`src/rtl/ula_pkg.sv`:
```
// Shared constants and helpers for the ULA audio path: default sample geometry,
// accumulator sizing and PCM saturation.
package ula_pkg;

  localparam int DEF_PCM_W = 16;
  localparam int DEF_OSR_W = 6;

  // Largest per-cycle term is 15 per channel, plus 15 headroom for the tape source.
  function automatic int acc_width(input int nch, input int osr_w, input bit tape);
    return $clog2((nch * 15 + (tape ? 15 : 0)) * (1 << osr_w) + 1);
  endfunction

  function automatic logic [63:0] sat_pcm(input logic [63:0] value, input int width);
    logic [63:0] max_pos;
    max_pos = (64'd1 << (width - 1)) - 64'd1;
    return (value > max_pos) ? max_pos : value;
  endfunction

endpackage

```
`src/rtl/ula_edge_divider.sv`:
```
// Counts rising edges of a level and toggles its output every DIV edges.
// Latency: toggle updates 2 clocks after the level rises; no backpressure.
module ula_edge_divider #(
  parameter int DIV = 128
) (
  input  logic clk,
  input  logic reset,
  input  logic level,
  output logic toggle
);

  localparam int CW = (DIV > 1) ? $clog2(DIV) : 1;
  localparam logic [CW-1:0] RELOAD = CW'(DIV - 1);

  logic          lvl_q;
  logic          lvl_q2;
  logic [CW-1:0] cnt;
  logic          rise;

  assign rise = lvl_q & ~lvl_q2;

  always_ff @(posedge clk) begin
    if (reset) begin
      lvl_q  <= 1'b0;
      lvl_q2 <= 1'b0;
      cnt    <= RELOAD;
      toggle <= 1'b0;
    end else begin
      lvl_q  <= level;
      lvl_q2 <= lvl_q;
      if (rise) begin
        if (cnt == '0) begin
          toggle <= ~toggle;
          cnt    <= RELOAD;
        end else begin
          cnt <= cnt - 1'b1;
        end
      end
    end
  end

endmodule

```
`src/rtl/ula_beeper_mixer.sv`:
```
// Weighted 1-bit source mixer averaged over 2^OSR_W clocks into a saturated PCM sample;
// one-entry valid/ready output buffer drops new samples (sticky overrun) when full. Option: ULA_TAPE_MONITOR_EN.
module ula_beeper_mixer
  import ula_pkg::*;
#(
  parameter int NCH       = 4,
  parameter int PCM_W     = DEF_PCM_W,
  parameter int OSR_W     = DEF_OSR_W,
  parameter int SHIFT     = 8,
  parameter int BLINK_DIV = 128,
  parameter int TAPE_WT   = 8
) (
  input  logic             clk,
  input  logic             reset,
  input  logic [NCH-1:0]   src,
  input  logic [NCH-1:0]   ch_en,
  input  logic [4*NCH-1:0] ch_wt,
  input  logic             tape_in,
  output logic [PCM_W-1:0] pcm_out,
  output logic             pcm_valid,
  input  logic             pcm_ready,
  output logic             overrun,
  output logic             blink
);

`ifdef ULA_TAPE_MONITOR_EN
  localparam bit TAPE_ON = 1'b1;
`else
  localparam bit TAPE_ON = 1'b0;
`endif
  localparam int ACC_W = acc_width(NCH, OSR_W, TAPE_ON);

  logic [OSR_W-1:0] wc;
  logic [ACC_W-1:0] acc;
  logic [ACC_W-1:0] term;
  logic [ACC_W-1:0] sum;
  logic [63:0]      scaled;
  logic [PCM_W-1:0] sample;
  logic             win_end;
  logic             blink_level;

  always_comb begin
    term = '0;
    for (int i = 0; i < NCH; i++) begin
      if (src[i] && ch_en[i]) term = term + ACC_W'(ch_wt[4*i +: 4]);
    end
`ifdef ULA_TAPE_MONITOR_EN
    if (tape_in) term = term + ACC_W'(TAPE_WT);
`endif
  end

`ifdef ULA_TAPE_MONITOR_EN
  assign blink_level = src[0] ^ tape_in;
`else
  logic unused_tape;
  assign unused_tape = tape_in;
  assign blink_level = src[0];
`endif

  assign win_end = &wc;
  assign sum     = acc + term;
  assign scaled  = 64'(sum >> OSR_W) << SHIFT;
  assign sample  = PCM_W'(sat_pcm(scaled, PCM_W));

  always_ff @(posedge clk) begin
    if (reset) begin
      wc        <= '0;
      acc       <= '0;
      pcm_out   <= '0;
      pcm_valid <= 1'b0;
      overrun   <= 1'b0;
    end else begin
      wc <= wc + 1'b1;
      if (win_end) begin
        acc <= '0;
        // A consumer taking the held sample this cycle frees the slot for the new one.
        if (!pcm_valid || pcm_ready) begin
          pcm_out   <= sample;
          pcm_valid <= 1'b1;
        end else begin
          overrun <= 1'b1;
        end
      end else begin
        acc <= sum;
        if (pcm_valid && pcm_ready) pcm_valid <= 1'b0;
      end
    end
  end

  ula_edge_divider #(
    .DIV(BLINK_DIV)
  ) u_blink (
    .clk   (clk),
    .reset (reset),
    .level (blink_level),
    .toggle(blink)
  );

endmodule
```
`config.mk`:
```
export PLATFORM = sky130hd
export DESIGN_NAME = ula_beeper_mixer
export DESIGN_NICKNAME = d
export VERILOG_FILES = /design/src/rtl/ula_pkg.sv /design/src/rtl/ula_edge_divider.sv /design/src/rtl/ula_beeper_mixer.sv
export SDC_FILE = /design/constraint.sdc
export NUM_CORES = 1
export LEC_CHECK = 0
export BUFFER_PORTS_ARGS = -buffer_cell sky130_fd_sc_hd__buf_4
export CAP_MARGIN = 20
export CORE_MARGIN = 4
export CORE_UTILIZATION = 60
export DETAILED_ROUTE_END_ITERATION = 8
export GPL_TIMING_DRIVEN = 0
export PLACE_DENSITY = 0.86
export SETUP_SLACK_MARGIN = 0.02
export SLEW_MARGIN = 20
export SYNTH_ARGS = -nofsm -noshare
export SYNTH_HDL_FRONTEND = slang
export SYNTH_SLANG_ARGS = --single-unit
```
`constraint.sdc`:
```
create_clock -name clk -period 9.6 [get_ports clk]
set_input_delay 0.48 -clock clk [delete_from_list [all_inputs] [get_ports clk]]
set_output_delay 0.48 -clock clk [all_outputs]
set_load 0.03 [all_outputs]
```
* Word-level counts from Yosys, hierarchy flattened
Index checks and enable logic that the tools add are counted.
** Storage, ports and cells
- Register bits :: 46
- Logic and storage cells :: 45
- Output and inout bits :: 19
- Input bits :: 28
** Operators by class
- Multiplexer cells :: 9
- Reduce and logical (&&, ||, !) cells :: 15
- Equal/unequal tests :: 1
- $add $sub $neg :: 6
- Order comparisons :: 1
- Bitwise logic cells :: 4
** Operators by type and width (number)
- 12-bit by 4-bit adder with 12-bit output :: 3
- 12-bit 2-to-1 mux :: 3
- 14-bit by 15-bit greater-than comparator with 1-bit output, second input constant :: 1
- 15-bit 2-to-1 mux :: 1
- 7-bit AND reduction :: 2
- 12-bit adder :: 1
- 7-bit zero test :: 1
- 7-bit 2-to-1 mux :: 1
- 7-bit by 1-bit subtractor with 7-bit output, second input constant :: 1
- 6-bit by 1-bit adder with 6-bit output, second input constant :: 1
- 6-bit AND reduction :: 1
- 1-bit logical AND :: 5
- 4-bit 2-to-1 mux :: 1
- 2-bit AND reduction :: 2
- 1-bit 2-to-1 mux :: 3
- 1-bit NOT :: 3
- 2-bit by 1-bit inequality test with 1-bit output, second input constant :: 1
- 2-bit nonzero test :: 1
- 2-bit OR reduction :: 1
- 1-bit bitwise AND :: 1
- 1-bit zero test :: 1
- 1-bit logical OR :: 1

* Depth between registers and ports, before layout
Gate-level depths: netlist (run 1).
- Depth in word-level cells :: 11
- Depth in mapped cells :: 23
- Depth with buffers taken out :: 23

* Hierarchy
Synthesis (run 1) repeated with hierarchy kept, for this count alone.
** Unflattened totals
- Cells, all modules :: 281
- Area total of the unflattened synthesis :: 2437.3 um^2
** Modules (own cells, without submodules)
- ula_beeper_mixer :: times used 1, sequential area each 520.5 um^2, cells an instance 233, area each 1981.9 um^2
- ula_edge_divider :: times used 1, sequential area each 200.2 um^2, cells an instance 48, area each 455.4 um^2

* Least setup slack after synthesis (run 1)
No wires, ideal clock.
- Path kind :: input -> register
- From :: input port ch_en[0]
- To :: register pcm_out[10]
- Path buffers :: 0
- Slack :: 4.915 ns
- Stages on the path :: 19
- Arrival time :: 4.625 ns
- Library setup time :: 0.060 ns
- Required time :: 9.540 ns
- Path through :: and3_1 -> ha_1 -> inv_1 -> fa_1 -> o21ai_0 -> fa_1 -> mux2i_1 -> inv_1 -> ha_1 -> a21o_1 -> a21oi_1 -> xnor2_1 -> mux2_1 -> ha_1 -> o21a_1 -> a211o_1 -> nand2_1 -> mux2i_1 -> a22o_1
** On the way
- Word-level cells in the longest chain between the ends :: 11
** Ends and longest elaborated chain
- start: declaration :: line ula_beeper_mixer.sv:16 : input logic [NCH-1:0] ch_en,
- 1-bit logical AND (*) :: line ula_beeper_mixer.sv:45 : if (src[i] && ch_en[i]) term = term + ACC_W'(ch_wt[4*i +: 4]);
- 4-bit 2-to-1 mux (*) :: line ula_beeper_mixer.sv:45
- 12-bit by 4-bit adder with 12-bit output :: line ula_beeper_mixer.sv:45
- 12-bit 2-to-1 mux (*) :: line ula_beeper_mixer.sv:45
- 12-bit by 4-bit adder with 12-bit output :: line ula_beeper_mixer.sv:45
- 12-bit 2-to-1 mux (*) :: line ula_beeper_mixer.sv:45
- 12-bit by 4-bit adder with 12-bit output :: line ula_beeper_mixer.sv:45
- 12-bit 2-to-1 mux (*) :: line ula_beeper_mixer.sv:45
- 12-bit adder (*) :: line ula_beeper_mixer.sv:61 : assign sum = acc + term;
- 14-bit by 15-bit greater-than comparator with 1-bit output :: line ula_pkg.sv:16 : return (value > max_pos) ? max_pos : value;
- 15-bit 2-to-1 mux (*) :: line ula_pkg.sv:16
- end signal: assignment :: line ula_beeper_mixer.sv:78 : pcm_out <= sample;
- end: declaration :: line ula_beeper_mixer.sv:19 : output logic [PCM_W-1:0] pcm_out,
Every way passes the cells marked *; elsewhere a longest branch is shown, timed or not.
A chain may end at the register's enable or synchronous reset.

* Worst setup path after layout (run 1)
- From :: input port ch_en[0]
- To :: register acc[7]
** On the way
- Word-level cells in the longest chain between the ends :: 9
** Ends and longest elaborated chain
- 1-bit logical AND (*) :: line ula_beeper_mixer.sv:45
- 4-bit 2-to-1 mux (*) :: line ula_beeper_mixer.sv:45
- 12-bit by 4-bit adder with 12-bit output :: line ula_beeper_mixer.sv:45
- 12-bit 2-to-1 mux (*) :: line ula_beeper_mixer.sv:45
- 12-bit by 4-bit adder with 12-bit output :: line ula_beeper_mixer.sv:45
- 12-bit 2-to-1 mux (*) :: line ula_beeper_mixer.sv:45
- 12-bit by 4-bit adder with 12-bit output :: line ula_beeper_mixer.sv:45
- 12-bit 2-to-1 mux (*) :: line ula_beeper_mixer.sv:45
- 12-bit adder (*) :: line ula_beeper_mixer.sv:61
- end signal: assignment :: line ula_beeper_mixer.sv:84 : acc <= sum;
- end: declaration :: line ula_beeper_mixer.sv:34 : logic [ACC_W-1:0] acc;
Marked as above.

==> results of run 1 <==
## per-stage QoR
| step | cell area [um2] | setup slack, ns |
|---|---|---|
| 2_1_floorplan | 2550 | 4.92 |
| 3_3_place_gp | 2880 | 4.40 |
| 3_5_place_dp | 2880 | 4.24 |
| 4_1_cts | 2990 | 4.51 |
| 5_1_grt | 2990 | 4.13 |
| 6_report | 2990 | 4.51 |
## where the power goes
part / switching [uW] / leakage [uW] / internal (uW)
Sequential: 5.08 / 0.000293 / 161
Clock: 54.7 / 0.0000541 / 76.8
Combinational: 66.1 / 0.00102 / 58.4
## per-layer routing
metal | share of wire | GRT usage
met1 | 0.45 | 0.233
met4 | 0.026 | 0.100
met3 | 0.064 | 0.0358
met5 | 0 | 0
met2 | 0.46 | 0.347
## worst max path at each step
stage / depth (start not counted) / startpoint / endpoint
after floorplan: 19 / ch_en[0] / pcm_out[10]$_SDFFE_PP0P_
after global placement: 20 / ch_en[0] / pcm_out[10]$_SDFFE_PP0P_
after detailed placement: 20 / ch_en[0] / pcm_out[12]$_SDFFE_PP0P_
after CTS: 20 / ch_en[0] / acc[10]$_SDFF_PP0_
after global routing: 22 / ch_en[0] / pcm_out[11]$_SDFFE_PP0P_
final: 22 / ch_en[0] / acc[7]$_SDFF_PP0_
## cells by family (layout without fill, tap and decap cells)
| group | count (synthesis) | in the layout | synth area share |
|---|---|---|---|
| and+or+nand+nor | 115 | 115 | 0.231 |
| buffers and inverters | 27 | 70 | 0.0556 |
| AOI/OAI and AO/OA | 65 | 65 | 0.175 |
| muxes | 10 | 10 | 0.0422 |
| adders and majority gates | 25 | 25 | 0.136 |
| xor gates and xnor gates | 21 | 21 | 0.0730 |
| other | 1 | 10 | 0.00149 |
| DFF | 36 | 36 | 0.286 |
## registers in the layout (all words and copies together), names as in the netlist
register / flops
u_blink.toggle: 1
u_blink.lvl_q: 1
acc: 12
u_blink.lvl_q2: 1
wc: 6
pcm_out: 6
overrun: 1
u_blink.cnt: 7
pcm_valid: 1
## layout make-up
| class | instances | area [um2] | area share |
|---|---|---|---|
| inverters | 13 | 48.8 | 0.0163 |
| multi-input cells | 246 | 1690 | 0.566 |
| plain buffers | 14 | 91.3 | 0.0305 |
| clock inverters | 3 | 42.5 | 0.0142 |
| well taps | 50 | 62.6 | 0.0209 |
| repair buffers | 35 | 263 | 0.0879 |
| clock buffers | 5 | 68.8 | 0.0230 |
| flip-flops and latches | 36 | 721 | 0.241 |
## critical path: cells and delay by family
family / cells / cell delay, ns
compound gates: 8 / 1.80
fa+ha+maj: 5 / 1.65
simple gates: 5 / 0.83
xor+xnor: 2 / 0.28
buf+inv: 2 / 0.20
## layout by cell type, fill, tap and decap left out, types with 8 or more instances in the layout
| cell | count |
|---|---|
| inv_1 | 13 |
| xnor2_1 | 15 |
| nor2b_1 | 8 |
| ha_1 | 21 |
| and2_1 | 8 |
| o21ai_0 | 11 |
| and3_1 | 8 |
| nand2_1 | 22 |
| nor3_1 | 9 |
| conb_1 | 10 |
| nor2_1 | 26 |
| nand3_1 | 13 |
| a21oi_1 | 18 |
| dfxtp_1 | 36 |
| buf_4 | 45 |
==> impl_metrics.yaml, run 1 <==
detailed_routing:
  drt-total-wl_um: 5160
  drtAntennaViolNets: 0
  drc: 0
  vias: 2263
  drt-initial-drc-count: 109
  viasPerCell: 5.63
  wl_per_cell_um: 12.8
  dr.pass1.iters: 4
floorplanning:
  die_h_um: 72.8
  rows: 23
  num_io_pins: 47
  start_util: 0.625
  die-area_um2: 5300
  core-area_um2: 4030
  die_w_um: 72.8
synth:
  synthTopCellsByArea: "dfxtp_1, ha_1, xnor2_1, nor2_1, a21oi_1"
  syn_area_um2: 2520
  yosysTopAreaCellShare: 0.286
  synth_edf_count: 0
  yosysUniqueCellTypes: 50
  seq_area_frac_synth: 0.286
  synthCells: 300
  syn_area_per_cell_um2: 8.40
  synth_area_leader_cell: "dfxtp_1"
  synth_most_common_cell: "dfxtp_1"
  synth_ff_type: "dfxtp_1"
  ys_warn_count: 0
  ys_top_cells_by_count: "dfxtp_1, nor2_1, nand2_1, ha_1, a21oi_1"
  ys_async_sr_fraction: 0
  ys_ff_latch: 36
setup_path:
  endpoint_kind: "flop"
  cp_slowest_stage_delay_ns: 0.53
  reg2reg_depth: 7
  start_kind: "primary input"
  arrival_ns: 5.25
  reg2reg_from: "acc[0]$_SDFF_PP0_"
  path_common_cell: "ha_1"
  worstPathCellList: "buf_4 -> and3_1 -> ha_1 -> inv_1 -> fa_1 -> o21ai_0 -> ha_1 -> a21oi_1 -> o21bai_1 -> nor3_1 -> o22ai_2 -> ha_1 -> o21ai_0 -> a21oi_1 -> xnor2_1 -> xnor2_1 -> ha_1 -> nand3_1 -> or2_2 -> a21oi_1 -> o21a_1 -> nor3_1"
  crit_fanout: 5
  worst-r2r-setup-slack_ns: 7.48
  required_ns: 9.76
  critPathSlowestCell: "o21ai_0"
  crit_type: "in2reg"
  regToRegEndpoint: "acc[8]$_SDFF_PP0_"
pwr:
  cellPowerDensity_nw_per_um2: 141
  p_leak_uw: 0.00136
  vdd_drop_max_mv: 0.127
  finalPower_uw: 422
sta:
  setup_viol: 0
  slew_violations: 0
  max_clock_freq_ghz: 0.196
  tns_ns: 0
  rsz0062_at_grt: "no"
  slew_headroom: 0.576
  worstMarginPinSlew_ns: 0.630
  period_needed_ns: 5.09
  skew_ns: 0.00702
  hold_viol: 0
  layout_worst_path_cycle_share: 0.530
  hold_ws_ns: 0.461
cells_and_area:
  stdcell_count: 402
  fillers: 317
  final_net_count: 404
  antenna_cells: 0
  syn_to_final_growth_pct: 18.7
  drive_gt1_frac: 0.179
  final_util: 0.742
clocking:
  htree_levels: 2
  clkTransAtPathRegs_ns: 0.08
  insertion_delay_ns: 0.29
  cts_sinks: 36
  cts_resized: 0
  cts_tree: "built"
  cts_buffer_depth: 2
  cts_hold_buf: 0
  post_cts_buffers: 0
  cts_inserted_buffers: 5
  clockRootBuffer: "clkbuf_8"
placed_design:
  dp_hpwl_um: 4100
  portBuffers: 35
  gp_congestion: 0.885
  dp.cells: 394
flow_run:
  maxCapViolations: 0
global_route:
  grt_max_degree: 13
  grt_pass1_vias: 2049
  grt.overflow.total: 0
  antenna_found_initial: 0
  grt_pass1_wl_um: 8470
  grt.total_usage: 0.199
worst_hold_path:
  min_path_cells: 2
  min-delay-start: "src[0]"
  hp-class: "in2reg"
  min_to: "u_blink.lvl_q$_SDFF_PP0_"
status:
  status: "complete, no violations"
Note: power is estimated with default switching activity, not from simulation.
==> run 2: changes to the inputs <==
CORE_UTILIZATION = 56   (was 60)
PLACE_DENSITY = 0.81   (was 0.86)
clock period = 4.8 ns   (was 9.6 ns; I/O delays follow)
==> run 2 against run 1 <==
Sequential share of layout area decreased by 0.28 points. Global-route usage shrank 0.88 points. Largest power group unchanged. Design area rose by 1.2%. Cell count increased by 0.50%. Total power increased by 100%. Highest routed layer unchanged. Register-to-register slack got worse by 4.8 ns. Critical path depth grew 1.
==> impl_metrics.yaml, run 2 (synthesized netlist as in run 1, its figures left out) <==
status:
  status: "complete, no violations"
cells_and_area:
  final_net_count: 404
  final_cell_mix: "buf_4, dfxtp_1, nor2_1, nand2_1, ha_1"
  fillers: 355
  regMostFlops: "acc"
  multi_input_area_um2: 1730
  drive_gt1_frac: 0.196
  layout_commonest_cell: "buf_4"
  largest_reg_flops: 12
  top_regs: "acc (12), u_blink.cnt (7)"
  syn_to_final_growth_pct: 20.1
  final_util: 0.695
  register_area_um2: 721
  antenna_cells: 0
  stdcell_count: 404
global_route:
  grt_pass1_wl_um: 8360
  grt.overflow.total: 0
  grt_max_degree: 13
  grt.total_usage: 0.190
  grt_pass1_vias: 2050
  antenna_found_initial: 0
placed_design:
  dp.cells: 396
  dp_hpwl_um: 4080
  gp_congestion: 0.917
  portBuffers: 35
clocking:
  htree_levels: 2
  post_cts_buffers: 0
  clkTransAtPathRegs_ns: 0.07
  cts_sinks: 36
  insertion_delay_ns: 0.29
  clockRootBuffer: "clkbuf_8"
  cts_inserted_buffers: 5
  cts_hold_buf: 0
  cts_tree: "built"
  cts_buffer_depth: 2
pwr:
  p_int_uw: 595
  cellPowerDensity_nw_per_um2: 283
  swShare: 0.304
  p_switching_uw: 260
  seqPwrFrac: 0.388
  power_frac_clock: 0.313
  p_leak_uw: 0.00137
  vdd_drop_max_mv: 0.409
  pwr-share-comb: 0.299
setup_path:
  cp_slowest_stage_delay_ns: 0.41
  crit_type: "in2reg"
  regToRegEndpoint: "pcm_out[12]$_SDFFE_PP0P_"
  arrival_ns: 4.78
  worst-r2r-setup-slack_ns: 2.66
  worstPathCellList: "buf_4 -> and3_1 -> ha_1 -> inv_1 -> fa_1 -> xor2_1 -> nor2_2 -> xnor2_2 -> ha_1 -> xor2_1 -> mux2_2 -> ha_1 -> nor2b_1 -> o21ai_0 -> a21oi_1 -> xnor2_1 -> xnor2_1 -> ha_1 -> o21a_1 -> a211o_1 -> nand2_1 -> mux2i_1 -> a22o_1"
  cp.depth: 23
  cp-startpoint: "src[0]"
  path_common_cell: "ha_1"
  cp_num_buf_inv: 2
  start_kind: "primary input"
  reg2reg_depth: 7
  crit_family: "adder cells"
  critPathSlowestCell: "fa_1"
  crit_end: "pcm_out[12]$_SDFFE_PP0P_"
  endpoint_kind: "flop"
  crit_fanout: 6
  reg2reg_from: "acc[0]$_SDFF_PP0_"
  required_ns: 5.03
worst_hold_path:
  hp-class: "in2reg"
sta:
  setup_viol: 0
  skew_ns: 0.00356
  layout_worst_path_cycle_share: 0.948
  period_needed_ns: 4.55
  rsz0062_at_grt: "yes"
  slew_violations: 0
  max_clock_freq_ghz: 0.220
  hold_ws_ns: 0.219
  hold_viol: 0
flow_run:
  maxCapViolations: 0
floorplanning:
  rows: 24
  num_io_pins: 47
  die-area_um2: 5640
  die_h_um: 75.1
  core-area_um2: 4350
  die_w_um: 75.1
  start_util: 0.579
detailed_routing:
  drt-total-wl_um: 5260
  dr.pass1.iters: 5
  drtAntennaViolNets: 0
  drc: 0
  viasPerCell: 5.52
  wl_per_cell_um: 13.0
  vias: 2230
  drt-initial-drc-count: 109
run 2: cell types whose count changed in the layout (fill, tap and decap cells not counted):
cell / delta
a21oi_1: -1
a21oi_2: +1
mux2i_1: -1
mux2i_2: +1
nor2_1: -1
nor2_2: +1
o21ai_0: -1
o21ai_4: +1
o21bai_1: -1
o21bai_2: +1
xnor2_1: -1
xnor2_2: +1
run 2: stage by stage:
| step | total power (uW) | cell area [um2] | TNS [ns] | worst slack, ns |
|---|---|---|---|---|
| global route | 902 | 3030 | -0.00493 | -0.00493 |
| detailed placement | 585 | 2880 | -2.49 | -0.304 |
| global placement | 576 | 2880 | -0.998 | -0.173 |
| CTS | 853 | 2990 | 0 | 0.177 |
| floorplan | 528 | 2550 | 0 | 0.355 |
| finish | 855 | 3030 | 0 | 0.251 |
run 2: worst min-delay path by stage:
stage                               startpoint                       end  cells after the start
final                                   src[0]  u_blink.lvl_q$_SDFF_PP0_                      2
after global routing                    src[0]  u_blink.lvl_q$_SDFF_PP0_                      2
after floorplan                         src[0]  u_blink.lvl_q$_SDFF_PP0_                      1
after CTS                               src[0]  u_blink.lvl_q$_SDFF_PP0_                      2
after global placement        wc[0]$_SDFF_PP0_          wc[0]$_SDFF_PP0_                      1
after detailed placement  overrun$_SDFFE_PP0P_      overrun$_SDFFE_PP0P_                      2
run 2: routing by layer:
metal,routed length [um],track usage,vias up
li1,-,-,1155
met1,2330,0.221,996
met2,2500,0.336,69
met3,310,0.0347,10
met4,113,0.0909,0
met5,0,0,-
run 2: timing repair:
| item | in CTS | in global routing |
|---|---|---|
| pin swaps | 0 | 2 |
| resized for setup | 1 | 7 |
| endpoints found under the setup margin | 3 | 11 |
run 2: area by class of cell:
class                   count  share of cell area
clock inverters             3              0.0141
clock buffers               5              0.0227
plain buffers              14              0.0302
flip-flops and latches     36               0.238
well taps                  52              0.0215
repair buffers             35              0.0868
inverters                  13              0.0161
multi-input cells         246               0.570
run 2: power groups by stage:
stage               registers (uW)  logic (uW)  clock network [uW]
detailed placement             339         246                   0
floorplan                      337         191                   0
global route                   334         283                 285
CTS                            332         249                 273
finish                         332         256                 267
global placement               338         238                   0
